--- config.mk ---
export PLATFORM = sky130hd
export DESIGN_NAME = load_store_unit
export DESIGN_NICKNAME = d
export VERILOG_FILES = /design/src/rtl/load_store_unit.sv
export SDC_FILE = /design/constraint.sdc
export NUM_CORES = 1
export LEC_CHECK = 0
export ABC_AREA = 1
export BUFFER_PORTS_ARGS = -buffer_cell sky130_fd_sc_hd__buf_2
export CAP_MARGIN = 5
export CELL_PAD_IN_SITES_DETAIL_PLACEMENT = 1
export CELL_PAD_IN_SITES_GLOBAL_PLACEMENT = 1
export CORE_MARGIN = 5
export CORE_UTILIZATION = 35
export CTS_CLUSTER_SIZE = 12
export DETAILED_ROUTE_END_ITERATION = 10
export HOLD_SLACK_MARGIN = 0.1
export PLACE_DENSITY_LB_ADDON = 0.1
export SYNTH_ARGS = -nofsm -noshare
export SYNTH_HDL_FRONTEND = slang
export SYNTH_SLANG_ARGS = --single-unit
--- constraint.sdc ---
create_clock -name CLK -period 1.6 [get_ports CLK]
set_input_delay 0.08 -clock CLK [delete_from_list [all_inputs] [get_ports CLK]]
set_output_delay 0.08 -clock CLK [all_outputs]
set_load 0.01 [all_outputs]
--- src/rtl/load_store_unit.sv ---
`default_nettype none
// =============================================================================
// load_store_unit : single-outstanding load/store unit between pipeline and bus
// Revision: 1.0
// =============================================================================
module load_store_unit #(
    parameter int XLEN    = 32,
    parameter int TIMEOUT = 15
) (
    input  logic            CLK,
    input  logic            Reset,
    input  logic            req_valid,
    output logic            req_ready,
    input  logic            req_load,
    input  logic [2:0]      req_func3,
    input  logic [XLEN-1:0] req_addr,
    input  logic [XLEN-1:0] req_wdata,
    input  logic [4:0]      req_rd,
    output logic            resp_valid,
    output logic [XLEN-1:0] resp_data,
    output logic [4:0]      resp_rd,
    output logic            resp_err,
    output logic            stall,
    input  logic            flush,
    output logic [XLEN-1:0] MEM_addr,
    output logic [XLEN-1:0] MEM_WR_out,
    output logic [2:0]      MEM_type,
    output logic            MEM_rd_en,
    output logic            MEM_wr_en,
    input  logic [XLEN-1:0] MEM_data,
    input  logic            MEM_ack,
    input  logic            MEM_err
);
    typedef enum logic [1:0] {IDLE = 2'd0, WAIT = 2'd1, RESP = 2'd2} state_t;
    localparam logic [7:0] CNT_LAST = 8'(TIMEOUT - 1);

    state_t          state;
    logic [7:0]      cnt;
    logic            ready_q, rd_en_q, wr_en_q, resp_q, err_q, load_q, flushed;
    logic [2:0]      func3_q;
    logic [XLEN-1:0] addr_q, wdata_q, data_q;
    logic [4:0]      rd_q;

    logic            accept, illegal, misaligned, mem_active;
    logic [XLEN-1:0] store_data, load_ext;

    // A flush in IDLE vetoes acceptance of a simultaneous request.
    assign accept = req_valid && ready_q && !flush;

    always_comb begin
        illegal = (req_func3 == 3'b111);
        if (XLEN == 32 && (req_func3 == 3'b011 || req_func3 == 3'b110))
            illegal = 1'b1;
        if (!req_load && (req_func3 > ((XLEN == 32) ? 3'b010 : 3'b011)))
            illegal = 1'b1;

        case (req_func3[1:0])
            2'b01:   misaligned = req_addr[0];
            2'b10:   misaligned = |req_addr[1:0];
            2'b11:   misaligned = |req_addr[2:0];
            default: misaligned = 1'b0;
        endcase

        case (req_func3[1:0])
            2'b00:   store_data = XLEN'(req_wdata[7:0]);
            2'b01:   store_data = XLEN'(req_wdata[15:0]);
            2'b10:   store_data = XLEN'(req_wdata[31:0]);
            default: store_data = req_wdata;
        endcase

        case (func3_q)
            3'b000:  load_ext = XLEN'($signed(MEM_data[7:0]));
            3'b001:  load_ext = XLEN'($signed(MEM_data[15:0]));
            3'b010:  load_ext = XLEN'($signed(MEM_data[31:0]));
            3'b100:  load_ext = XLEN'(MEM_data[7:0]);
            3'b101:  load_ext = XLEN'(MEM_data[15:0]);
            3'b110:  load_ext = XLEN'(MEM_data[31:0]);
            default: load_ext = MEM_data;
        endcase
    end

    always_ff @(posedge CLK or negedge Reset) begin
        if (!Reset) begin
            state   <= IDLE;
            cnt     <= 8'd0;
            ready_q <= 1'b0;
            rd_en_q <= 1'b0;
            wr_en_q <= 1'b0;
            resp_q  <= 1'b0;
            err_q   <= 1'b0;
            load_q  <= 1'b0;
            flushed <= 1'b0;
            func3_q <= 3'd0;
            addr_q  <= '0;
            wdata_q <= '0;
            data_q  <= '0;
            rd_q    <= 5'd0;
        end else begin
            resp_q <= 1'b0;
            case (state)
                IDLE: begin
                    if (accept) begin
                        ready_q <= 1'b0;
                        flushed <= 1'b0;
                        load_q  <= req_load;
                        func3_q <= req_func3;
                        addr_q  <= req_addr;
                        wdata_q <= req_load ? '0 : store_data;
                        rd_q    <= req_load ? req_rd : 5'd0;
                        data_q  <= '0;
                        if (illegal || misaligned) begin
                            state  <= RESP;
                            resp_q <= 1'b1;
                            err_q  <= 1'b1;
                        end else begin
                            state   <= WAIT;
                            cnt     <= 8'd0;
                            rd_en_q <= req_load;
                            wr_en_q <= !req_load;
                        end
                    end else begin
                        ready_q <= 1'b1;
                    end
                end
                WAIT: begin
                    if (flush)
                        flushed <= 1'b1;
                    if (MEM_ack || cnt == CNT_LAST) begin
                        rd_en_q <= 1'b0;
                        wr_en_q <= 1'b0;
                        // A flushed transaction has nothing to report, so skip RESP.
                        if (flushed || flush) begin
                            state   <= IDLE;
                            ready_q <= 1'b1;
                        end else begin
                            state  <= RESP;
                            resp_q <= 1'b1;
                            err_q  <= MEM_ack ? MEM_err : 1'b1;
                            data_q <= (MEM_ack && !MEM_err && load_q) ? load_ext : '0;
                        end
                    end else begin
                        cnt <= cnt + 8'd1;
                    end
                end
                RESP: begin
                    state   <= IDLE;
                    ready_q <= 1'b1;
                end
                default: begin
                    state   <= IDLE;
                    ready_q <= 1'b1;
                end
            endcase
        end
    end

    assign mem_active = rd_en_q || wr_en_q;

    assign req_ready  = ready_q;
    assign resp_valid = resp_q && !flush;
    assign resp_data  = resp_valid ? data_q : '0;
    assign resp_rd    = resp_valid ? rd_q : 5'd0;
    assign resp_err   = resp_valid && err_q;
    assign stall      = Reset && ((state != IDLE) || req_valid);
    assign MEM_rd_en  = rd_en_q;
    assign MEM_wr_en  = wr_en_q;
    assign MEM_addr   = mem_active ? addr_q : '0;
    assign MEM_WR_out = mem_active ? wdata_q : '0;
    assign MEM_type   = mem_active ? func3_q : 3'd0;

endmodule
`default_nettype wire

==> run summary <==
221 I/O pins were placed. The cell area after synthesis was 0.00596 mm2; the peak supply drop was 845 uV. The tools report the clock skew after layout as 0.00844 ns.

Maximum number of pins on one net before global-route repair: 48. The die is 141 um tall. After detailed routing, the average wire length per cell comes to 18.3 um.

STA classifies the critical path startpoint as a flop. During synthesis, Yosys emitted a total of 0 warnings. After synthesis, the cell types taking the most area are dfrtp_1 51%, inv_1 7.7%, o21ai_0 7.7%. The complex-gate fraction of the synthesized area works out to 11.2%.

In the global route stage, overall resource usage came out at 22.2%. The first global-routing pass estimated 35300 um of wire. The run finished, with violations left.

The share of post-route cells with drive strength above 1 was 32.5%; the count of H-tree levels built during CTS was 4. Counting flops with an async set or reset pin after synthesis yields a share of 100%. At the end of the flow the core is filled with cells to 59.3%.

Of the post-synthesis cell area, the part taken by muxes is 0%. Summed over all cells, the static leakage comes to 0.00480 uW. Across the run, the number of max-cap violations was 0. The first detailed-routing pass ran for 4 iterations.

Relative to the synthesized area, the layout overhead comes to 65.4%. The share of the synthesized area in the top cell type is 50.8%, and the total nets after synthesis is 870. The worst path in the final design needs a cycle of 1.62 ns, including I/O delays and setup.

Transition time at the pin with the least slew margin: 0.508 ns. Endpoint kind of the worst setup timing path: an output port. Headroom to the max-slew limit came out at 65.8%. Of all nets on the critical path, the largest fanout is 16.

CTS placed an instance of clkbuf_16 at the clock tree root. The tools report the final standard cell count with taps included and fillers excluded as 1346. The internal power of the cells totals 8340 uW.

The final estimated routing congestion in global placement was 0.782. During placement, the flow inserted port buffers numbering 220. The synthesized area per cell is 7.88 um2, and the total count of max-transition violations in the final report is 0. Clock latency on the worst-skew pair, taken at its later pin, is 0.43 ns.

Setup violations remaining at the end of the flow were counted as 14. The share of total power dissipated in sequential elements is 29.4%. Of the total power, the share spent switching nets is 34.4%. The longest clock path from root to sink contains 2 buffers. For the number of inserted filler cells in the final layout, the log shows 1971. The largest individual stage delay along the critical path comes from the cell dfrtp_1.

The clock network is responsible for 33.9% of the overall power. The worst-case hold slack was 0.113 ns. The fmax was 618 MHz. The signal on the critical path passes through nor2_4, buf_6, buf_16, nor2_1, buf_2. The core region is 0.0166 mm2. The clock drives 121 sinks. After floorplanning, the core was divided into 47 placement rows. Summing the sequential cell areas from Yosys gives 50.8% of the chip area. The tools report the gate count after technology mapping as 757. Dominant synthesized flop cell: dfrtp_1. Main combinational cell family by area after synthesis: simple AND/OR/NAND/NOR gates.

The net total in the final layout is 1225. The tools report the remaining antenna violation count after routing as 0. In this run, CTS created clock tree buffers numbering 17. Adding up every negative setup slack in the final design gives -0.115 ns.

The number of placed instances with taps included is 1185, and the hold violation total from the final report is 0. The share of the synthesized netlist area taken by xor and xnor gates is 0.587%. The total die area was 0.0197 mm2; the initial cell density of the core was 35.8%. The number of antenna violations at the first check in global routing is 2, and the total congestion overflow is 0. Combinational cells account for 36.7% of the total power.

TritonCTS built the clock tree. The library cell with the highest instance count after synthesis was inv_1. Clock-pin slew was measured on the worst setup and hold paths at 0.06 ns. The HPWL after detailed placement is 13900 um.

The via density per instance was 4.82; the required time at the worst-slack endpoint was 1.52 ns. The tightest min-delay check is of the in2async type. Dominant cell type by area after synthesis: dfrtp_1.

The via count of the first global-routing pass was 6848; the die outline width was 141 um. In the routed design, unresolved DRC markers number 0. The final layout contains routed wiring with a total length of 24600 um. Setup repair after global routing could not meet its margin everywhere. The total of flip-flops plus latches after synthesis is 121. In this design, the stage delay of the slowest critical-path cell is 0.41 ns. At the worst endpoint, the arrival time is 1.54 ns.

For the switching power total, the log shows 4370 uW. By count the netlist is led by 123 x inv_1, 122 x nor2_1, 121 x dfrtp_1. The first routing iteration left 259 violations.

Summing over every cut layer, the via total after detailed routing is 6493. The final reports fail on negative setup slack. Summing the areas of all and, or, nand and nor instances in the mapped netlist gives 25.1% of the synthesized area.

Post-route worst setup slack: -0.0180 ns. Synthesis instantiated 31 different standard cells from the library. The portion of the clock cycle consumed by the worst path in the final layout is 101%. The setup path with the least slack is of type reg2out. Power density over the cells: 1290 mW/mm2. Summing the areas of all fa, ha and maj instances in the mapped netlist gives 0.420% of the synthesized area. The synthesized design contains 0 enable-type register cells.
## layer usage
layer  up-vias  part of all wire, %  global-route usage [%]
li1       3080                    -                       -
met1      3189                   41                    26.4
met2       184                   51                    40.0
met3        38                  5.4                    5.52
met4         2                  2.2                    5.76
met5         -                0.073                       0
## final cells by class
| type | instances | area [um2] | area share (%) |
|---|---|---|---|
| antenna | 1 | 2.50 | 0.0254 |
| clock buffer | 18 | 429 | 4.35 |
| tap | 220 | 275 | 2.79 |
| clock inverter | 14 | 221 | 2.25 |
| multi-input combinational | 468 | 2450 | 24.9 |
| inverter | 127 | 492 | 4.99 |
| sequential | 121 | 3030 | 30.7 |
| timing repair buffer | 377 | 2960 | 30.0 |
## placed cells by master, fill, tap and decap left out, types with 22 or more instances in the layout
master,netlist,final
buf_2,15,201
buf_4,6,28
buf_6,4,22
clkbuf_16,0,24
dfrtp_1,121,121
dlygate4sd3_1,0,107
inv_1,123,121
nand2_1,100,99
nand3_1,69,68
nor2_1,122,96
nor2_4,3,22
o21ai_0,92,92
o21ai_1,23,23
## worst max-delay path: cells and delay by family, from the launching register on
family / cells / cell delay (ns)
buf+inv: 3 / 0.45
flops: 1 / 0.41
simple gates: 2 / 0.24
## metrics by stage
| stage | instance area (um2) | worst slack, ns | total power [uW] |
|---|---|---|---|
| after floorplan | 5960 | 0.199 | 5400 |
| after global placement | 7460 | 0.0110 | 6690 |
| after detailed placement | 7460 | -0.0482 | 6760 |
| after CTS | 9290 | -0.0408 | 11700 |
| after global routing | 9860 | -0.0838 | 13300 |
| final | 9860 | -0.0180 | 12700 |
## cells by family after synthesis
| logic type | Yosys count |
|---|---|
| AO/OA/AOI/OAI | 130 |
| XOR/XNOR | 4 |
| adder cells (fa/ha/maj) | 2 |
| buffers and inverters | 169 |
| flip-flops | 121 |
| AND/OR/NAND/NOR | 331 |
## registers in the layout, summed over array words and instances (netlist names)
register   flops
cnt            8
flushed        1
wdata_q       32
resp_q         1
addr_q        32
state          2
MEM_rd_en      1
req_ready      1
data_q        32
rd_q           5
load_q         1
MEM_wr_en      1
func3_q        3
err_q          1
## power groups by stage
| stage | sequential (uW) | clock [uW] | combinational, uW |
|---|---|---|---|
| floorplan | 3740 | 0 | 1660 |
| global placement | 3750 | 0 | 2940 |
| detailed placement | 3770 | 0 | 2990 |
| CTS | 3720 | 4360 | 3610 |
| global route | 3780 | 4500 | 5050 |
| finish | 3740 | 4310 | 4670 |
## what timing repair did
| item | in CTS | in global routing |
|---|---|---|
| buffers inserted | 4 | 6 |
| hold endpoints to repair | 228 | 0 |
| hold buffers | 107 | 0 |
| cloned | 2 | 9 |
| setup endpoints to repair | 71 | 125 |
| gates resized for setup | 4 | 81 |
| pin swaps | 2 | 6 |
## path summary, 6_finish.rpt
kind	start	end	slack (ns)	cells past startpoint
setup / recovery	MEM_wr_en	MEM_addr[2]	-0.02	5
hold / removal	Reset	wdata_q[17]	0.11	2
setup reg to reg	state[1]	cnt[6]	0.03	8
hold reg to reg	data_q[19]	data_q[19]	0.49	2
max in group asynchronous	Reset	addr_q[5]	0.81	3
min in group CLK	MEM_ack	state[1]	0.20	5
No activity file was read; power rests on OpenSTA's default activity.
